<file path="src/rtl/shift_pkg.sv">
// Shared definitions for the shift command path: opcode encodings, field widths
// and the packed command word layout.
`default_nettype none

package shift_pkg;

   localparam logic [1:0] SH_SHL = 2'b00;
   localparam logic [1:0] SH_SHR = 2'b01;
   localparam logic [1:0] SH_ROL = 2'b10;
   localparam logic [1:0] SH_ROR = 2'b11;

   localparam int DATA_W  = 8;
   localparam int SHAMT_W = 3;
   localparam int CTRL_W  = 2;
   localparam int CMD_W   = 1 + CTRL_W + SHAMT_W + DATA_W;

   typedef struct packed {
      logic               chain;
      logic [CTRL_W-1:0]  ctrl;
      logic [SHAMT_W-1:0] shamt;
      logic [DATA_W-1:0]  din;
   } cmd_t;

endpackage

`default_nettype wire

</file>
<file path="src/rtl/shift_cmd_queue_sync_fifo.sv">
// Synchronous FIFO with separately tracked occupancy; head entry is visible
// combinationally on rd_data.
`default_nettype none

module sync_fifo #(
   parameter int WIDTH = 14,
   parameter int DEPTH = 4,
   parameter int CNT_W = $clog2(DEPTH + 1)
) (
   input  logic             clk,
   input  logic             rst_n,
   input  logic             push,
   input  logic [WIDTH-1:0] wr_data,
   input  logic             pop,
   output logic [WIDTH-1:0] rd_data,
   output logic             full,
   output logic             empty,
   output logic [CNT_W-1:0] count
);

   localparam int PTR_W = $clog2(DEPTH);

   logic [WIDTH-1:0] mem [DEPTH];
   logic [PTR_W-1:0] wr_ptr;
   logic [PTR_W-1:0] rd_ptr;
   logic             push_ok;
   logic             pop_ok;

   assign full    = (count == CNT_W'(DEPTH));
   assign empty   = (count == '0);
   assign push_ok = push && !full;
   assign pop_ok  = pop && !empty;
   assign rd_data = mem[rd_ptr];

   always_ff @(posedge clk) begin
      if (push_ok) begin
         mem[wr_ptr] <= wr_data;
      end
   end

   // Power-of-two depth lets the pointers wrap without explicit compare.
   always_ff @(posedge clk) begin
      if (!rst_n) begin
         wr_ptr <= '0;
         rd_ptr <= '0;
         count  <= '0;
      end else begin
         if (push_ok) wr_ptr <= wr_ptr + 1'b1;
         if (pop_ok)  rd_ptr <= rd_ptr + 1'b1;
         case ({push_ok, pop_ok})
            2'b10:   count <= count + 1'b1;
            2'b01:   count <= count - 1'b1;
            default: count <= count;
         endcase
      end
   end

endmodule

`default_nettype wire

</file>
<file path="src/rtl/shift_cmd_queue.sv">
// Command front-end for an external barrel shifter: queues commands, issues one
// per cycle, registers each result on a valid/ready output, supports chaining.
`default_nettype none

module shift_cmd_queue
   import shift_pkg::*;
#(
   parameter int DEPTH = 4,
   parameter int CNT_W = $clog2(DEPTH + 1)
) (
   input  logic               clk,
   input  logic               rst_n,
   input  logic               in_valid,
   output logic               in_ready,
   input  logic [DATA_W-1:0]  in_din,
   input  logic [SHAMT_W-1:0] in_shamt,
   input  logic [CTRL_W-1:0]  in_ctrl,
   input  logic               in_chain,
   output logic [DATA_W-1:0]  sh_din,
   output logic [SHAMT_W-1:0] sh_shamt,
   output logic [CTRL_W-1:0]  sh_ctrl,
   input  logic [DATA_W-1:0]  sh_dout,
   output logic               out_valid,
   input  logic               out_ready,
   output logic [DATA_W-1:0]  out_data,
   output logic [CNT_W-1:0]   count
);

   cmd_t              wr_cmd;
   cmd_t              head;
   logic [CMD_W-1:0]  head_bits;
   logic              fifo_full;
   logic              fifo_empty;
   logic              issue;
   logic [DATA_W-1:0] last_result;

   assign wr_cmd   = '{chain: in_chain, ctrl: in_ctrl, shamt: in_shamt, din: in_din};
   assign head     = cmd_t'(head_bits);
   assign in_ready = !fifo_full;
   assign issue    = !fifo_empty && (!out_valid || out_ready);

   sync_fifo #(
      .WIDTH (CMD_W),
      .DEPTH (DEPTH),
      .CNT_W (CNT_W)
   ) u_fifo (
      .clk     (clk),
      .rst_n   (rst_n),
      .push    (in_valid && in_ready),
      .wr_data (wr_cmd),
      .pop     (issue),
      .rd_data (head_bits),
      .full    (fifo_full),
      .empty   (fifo_empty),
      .count   (count)
   );

   // Drive the shifter only from a real head entry so stale RAM never leaks out.
   always_comb begin
      sh_din   = '0;
      sh_shamt = '0;
      sh_ctrl  = '0;
      if (!fifo_empty) begin
         sh_din   = head.chain ? last_result : head.din;
         sh_shamt = head.shamt;
         sh_ctrl  = head.ctrl;
      end
   end

   always_ff @(posedge clk) begin
      if (!rst_n) begin
         out_valid   <= 1'b0;
         out_data    <= '0;
         last_result <= '0;
      end else if (issue) begin
         out_valid   <= 1'b1;
         out_data    <= sh_dout;
         last_result <= sh_dout;
      end else if (out_valid && out_ready) begin
         out_valid   <= 1'b0;
      end
   end

endmodule

`default_nettype wire

</file>
<file path="config.mk">
export PLATFORM = sky130hd
export DESIGN_NAME = shift_cmd_queue
export DESIGN_NICKNAME = d
export VERILOG_FILES = /design/src/rtl/shift_pkg.sv /design/src/rtl/shift_cmd_queue_sync_fifo.sv /design/src/rtl/shift_cmd_queue.sv
export SDC_FILE = /design/constraint.sdc
export NUM_CORES = 1
export LEC_CHECK = 0
export CORE_MARGIN = 10
export CORE_UTILIZATION = 51
export CTS_CLUSTER_DIAMETER = 50
export DETAILED_ROUTE_END_ITERATION = 8
export PLACE_DENSITY = 0.88
export SKIP_CTS_REPAIR_TIMING = 1
export SYNTH_ARGS = -nofsm -noshare
export SYNTH_HDL_FRONTEND = slang
export SYNTH_SLANG_ARGS = --single-unit
export TNS_END_PERCENT = 10
</file>
<file path="constraint.sdc">
create_clock -name clk -period 3.9 [get_ports clk]
set_clock_uncertainty 0.2 [all_clocks]
set_input_delay 0.975 -clock clk [delete_from_list [all_inputs] [get_ports clk]]
set_output_delay 0.975 -clock clk [all_outputs]
set_load 0.02 [all_outputs]
</file>
==> summary.md <==
| Metric | Value |
|---|---|
| Worst Max-Slew Pin Slew | `roughly 0.83 ns` |
| Net switching power figure | `roughly 0.94 mW` |
| Iteration count of the initial detailed-routing pass | `4` |
| Part of the total power dissipated in combinational logic | `between 40% and 50%` |
| Footprint of the multi-input gates | `~870 µm²` |
| Number of endpoints with negative hold slack in the final report | `0` |
| CP cell instances | `buf_4, mux4_1, mux2i_1, nor2_1, clkdlybuf4s50_1` |
| Total wirelength of the detailed-routed design | `roughly 6.4 mm` |
| CP Data Required Time | `between 2 and 3 ns` |
| Register clock-pin slew on the reported worst setup and hold paths | `around 0.080 ns` |
| Clock root cell | `sky130_fd_sc_hd__clkbuf_8` |
| Number of buffer and inverter stages on the critical path | `2` |
| Core Footprint | `5610 µm²` |
| Worst Setup Start Kind | `flop` |
| Die Wd | `about 97 µm` |
| Capturing point of the worst reg2reg path | `u_fifo.count[2]` |
| Synth top cells by count | `56 x sky130_fd_sc_hd__edfxtp_1, 18 x sky130_fd_sc_hd__dfxtp_1, 16 x sky130_fd_sc_hd__a21oi_1` |
| NumNets Final | `between 200 and 300` |
| Cells after Synth | `192` |
| Reg-to-reg critical path startpoint | `u_fifo.count[2]` |
| Die outline area | `9350 µm²` |
| Kind of critical path | `reg2out` |
| Number of nets with antenna violations after detailed routing | `0` |
| Estimated wirelength of the detail-placed design | `4.41 mm` |
| Warnings from Yosys | `0` |
| Biggest area consumer among synthesized cells | `sky130_fd_sc_hd__edfxtp_1` |
| DR iter-0 viols | `95` |
| Register share of total power | `between 30% and 40%` |
| H-Tree Level Count | `3` |
| Number of unique standard cell types used by synthesis | `30` |
| Final Instance Area | `approximately 3800 µm²` |
| Pint | `between 1.5 and 2 mW` |
| VDD IR max | `0.472 mV` |
| Critical path capture point type | `output pin` |
| Total routing resource utilization after global routing | `between 10% and 20%` |
| Clock power frac | `21.4%` |
| Cell type of the slowest stage on the worst timing path | `sky130_fd_sc_hd__mux4_1` |
| Maximum number of pins on one net before global-route repair | `22` |
| Ratio of cells with drive above 1 in the final layout | `around an eighth` |
| Average size of a mapped cell | `between 15 and 20 µm²` |
| Number of enable-type register cells in the synthesized netlist | `56` |
| Clock Tree Buf Depth | `2` |
| Total Power Consumption | `between 2 and 3 mW` |
| Async S/R FF share, synth | `0%` |
| Period utilization | `just over 90%` |
| Remaining max-slew budget at the tightest pin | `44.6%` |
| Result of the run | `complete, no violations` |
| Placement-stage cell area | `3560 µm²` |
| Worst-skew pair later-pin latency | `roughly 0.34 ns` |
| Post-route DRC | `0` |
| CTS tree | `done` |
| Count of max-cap constraint violations | `0` |
| # diodes | `0` |
| Sinks on the clock net | `74` |
| Vias after detailed routing | `1790` |
| Synthesized Nets | `between 200 and 250` |
| Hold_ws | `just over 0.3 ns` |
| Unrepaired setup endpoints after global routing | `false` |
| IO buf count | `51` |
| Prevailing post-synth register cell | `sky130_fd_sc_hd__edfxtp_1` |
| Average wire per standard cell | `~20 µm` |
| Combined flip-flop and latch cell area | `about 2000 µm²` |
| Synth area leaders | `sky130_fd_sc_hd__edfxtp_1 56%, sky130_fd_sc_hd__dfxtp_1 12%, sky130_fd_sc_hd__mux4_2 8.3%` |
| Static leakage | `around 1.3 nW` |
| Number of inserted filler cells in the final layout | `396` |
| Vias per inst | `~5.6` |
| R2r worst-path depth | `8` |
| Antenna violations before repair | `0` |
| Placer Congestion | `about 0.77` |
| Switching Fraction | `34.7%` |
| Global-route wire length before repair | `10.2 mm` |
| Largest fanout of any net on the critical path | `11` |
| Worst min-delay path class | `reg2reg` |
| Maximum cell stage delay along the critical path | `approximately 0.60 ns` |
| Crit path capture | `sh_din[1]` |
| Overflow after GRT | `0` |
| Number of global-route vias before repair | `roughly 1900` |
| Sequential area share after synthesis | `between 60 and 70%` |
| Row Count | `27` |
| Netlist area before placement | `approximately 3000 µm²` |
| Chip Height | `roughly 97 µm` |
| Synthesized flop and latch total | `74` |
| TritonCTS buffer count | `9` |
| Levels on crit path | `5` |
| I/O pin count | `between 50 and 60` |
| Power per standard cell area | `around 720 nW/µm²` |
| Share of the core filled with cells | `around two thirds` |
| Final critical-path required period | `approximately 3.6 ns` |
| Yosys top cell area share | `56.0%` |
| Setup slack, reg-to-reg | `roughly 1.4 ns` |
| Top cell family by delay on the critical path | `buffers and inverters` |
| Area growth, synth to finish | `25.1%` |
| Max-slew violation count | `0` |
| Initial core utilization | `a little over half` |
| Fmax | `roughly 280 MHz` |
| Most common cell in the synthesized netlist | `sky130_fd_sc_hd__edfxtp_1` |
| Arrival time at the worst endpoint | `2.42 ns` |
| Total Neg Setup Slack | `0 ns` |
| Final number of setup-violating endpoints | `0` |
## per-stage QoR
stage	setup WS, ns	cells
after global placement	0.621	306
after floorplan	1.18	192
final	0.306	322
after detailed placement	0.510	306
after global routing	0.164	322
after CTS	0.253	322
## per-layer routing
layer / share of wire [%] / global-route usage (%)
met5: 0 / 0
met4: 1.9 / 6.43
met3: 7.8 / 4.33
met2: 54 / 23.8
met1: 36 / 14.5
## tightest hold or removal path: stages (launching register included)
cell	delay [ns]
sky130_fd_sc_hd__dfxtp_1	0.33
sky130_fd_sc_hd__o21ai_0	0.07
sky130_fd_sc_hd__a21oi_1	0.06
## cell type report
class | instances | share of cell area (%)
multi-input combinational | 99 | 23.2
timing repair buffer | 54 | 14.2
clock buffer | 9 | 3.30
sequential | 74 | 54.4
inverter | 7 | 0.700
tap | 72 | 2.40
clock inverter | 7 | 1.83
## state kept, by name, summed over array words and instances, names as in the netlist, named ones only
signal	count
last_result	8
out_valid	1
u_fifo.count	3
u_fifo.mem	56
u_fifo.rd_ptr	2
u_fifo.wr_ptr	2
## logic make-up after synthesis
logic type      Yosys count  share of synthesized area (%)
simple gates             40                           6.88
compound gates           29                           5.09
flops                    74                           68.1
xor+xnor                  2                          0.584
buf+inv                  19                           3.09
fa+ha+maj                 6                           2.75
mux                      22                           13.6
## how the worst min path moves through the flow
stage,startpoint,end,slack [ns],cells after the start
floorplan,u_fifo.rd_ptr[1],flop,0.25,2
global placement,u_fifo.rd_ptr[1],flop,0.26,2
detailed placement,u_fifo.rd_ptr[1],flop,0.29,2
CTS,last_result[7],last_result[7],0.31,2
global route,u_fifo.rd_ptr[1],u_fifo.rd_ptr[1],0.33,2
finish,last_result[0],last_result[0],0.31,2
## placed cells by master (no fill, tap or decap)
cell / instances
sky130_fd_sc_hd__clkdlybuf4s50_1: 51
sky130_fd_sc_hd__buf_4: 3
sky130_fd_sc_hd__bufinv_16: 1
sky130_fd_sc_hd__mux2i_1: 8
sky130_fd_sc_hd__or3b_1: 1
sky130_fd_sc_hd__nor3_2: 1
sky130_fd_sc_hd__clkinv_2: 3
sky130_fd_sc_hd__a21oi_1: 16
sky130_fd_sc_hd__fa_1: 1
sky130_fd_sc_hd__nand2b_1: 1
sky130_fd_sc_hd__nor2b_1: 1
sky130_fd_sc_hd__nand2_1: 1
sky130_fd_sc_hd__inv_1: 6
sky130_fd_sc_hd__dfxtp_1: 18
sky130_fd_sc_hd__o21ai_0: 10
sky130_fd_sc_hd__inv_6: 1
sky130_fd_sc_hd__nand3_1: 11
sky130_fd_sc_hd__mux4_2: 11
sky130_fd_sc_hd__and3_1: 4
sky130_fd_sc_hd__clkinv_1: 1
sky130_fd_sc_hd__o31ai_1: 1
sky130_fd_sc_hd__mux4_1: 3
sky130_fd_sc_hd__and2_1: 5
sky130_fd_sc_hd__xor2_1: 2
sky130_fd_sc_hd__or3_1: 2
sky130_fd_sc_hd__edfxtp_1: 56
sky130_fd_sc_hd__ha_1: 5
sky130_fd_sc_hd__clkbuf_8: 9
sky130_fd_sc_hd__clkinvlp_4: 2
sky130_fd_sc_hd__nor2_1: 12
sky130_fd_sc_hd__or4_1: 1
sky130_fd_sc_hd__a21o_1: 2
## power groups by stage
stage / Clock (mW) / Combinational (mW) / Sequential [mW]
after floorplan: 0 / 0.651 / 1.09
after global placement: 0 / 1.06 / 1.05
after detailed placement: 0 / 1.09 / 1.06
after CTS: 0.583 / 1.10 / 1.04
after global routing: 0.621 / 1.17 / 1.06
final: 0.577 / 1.08 / 1.04
No activity file was read; power rests on OpenSTA's default activity.
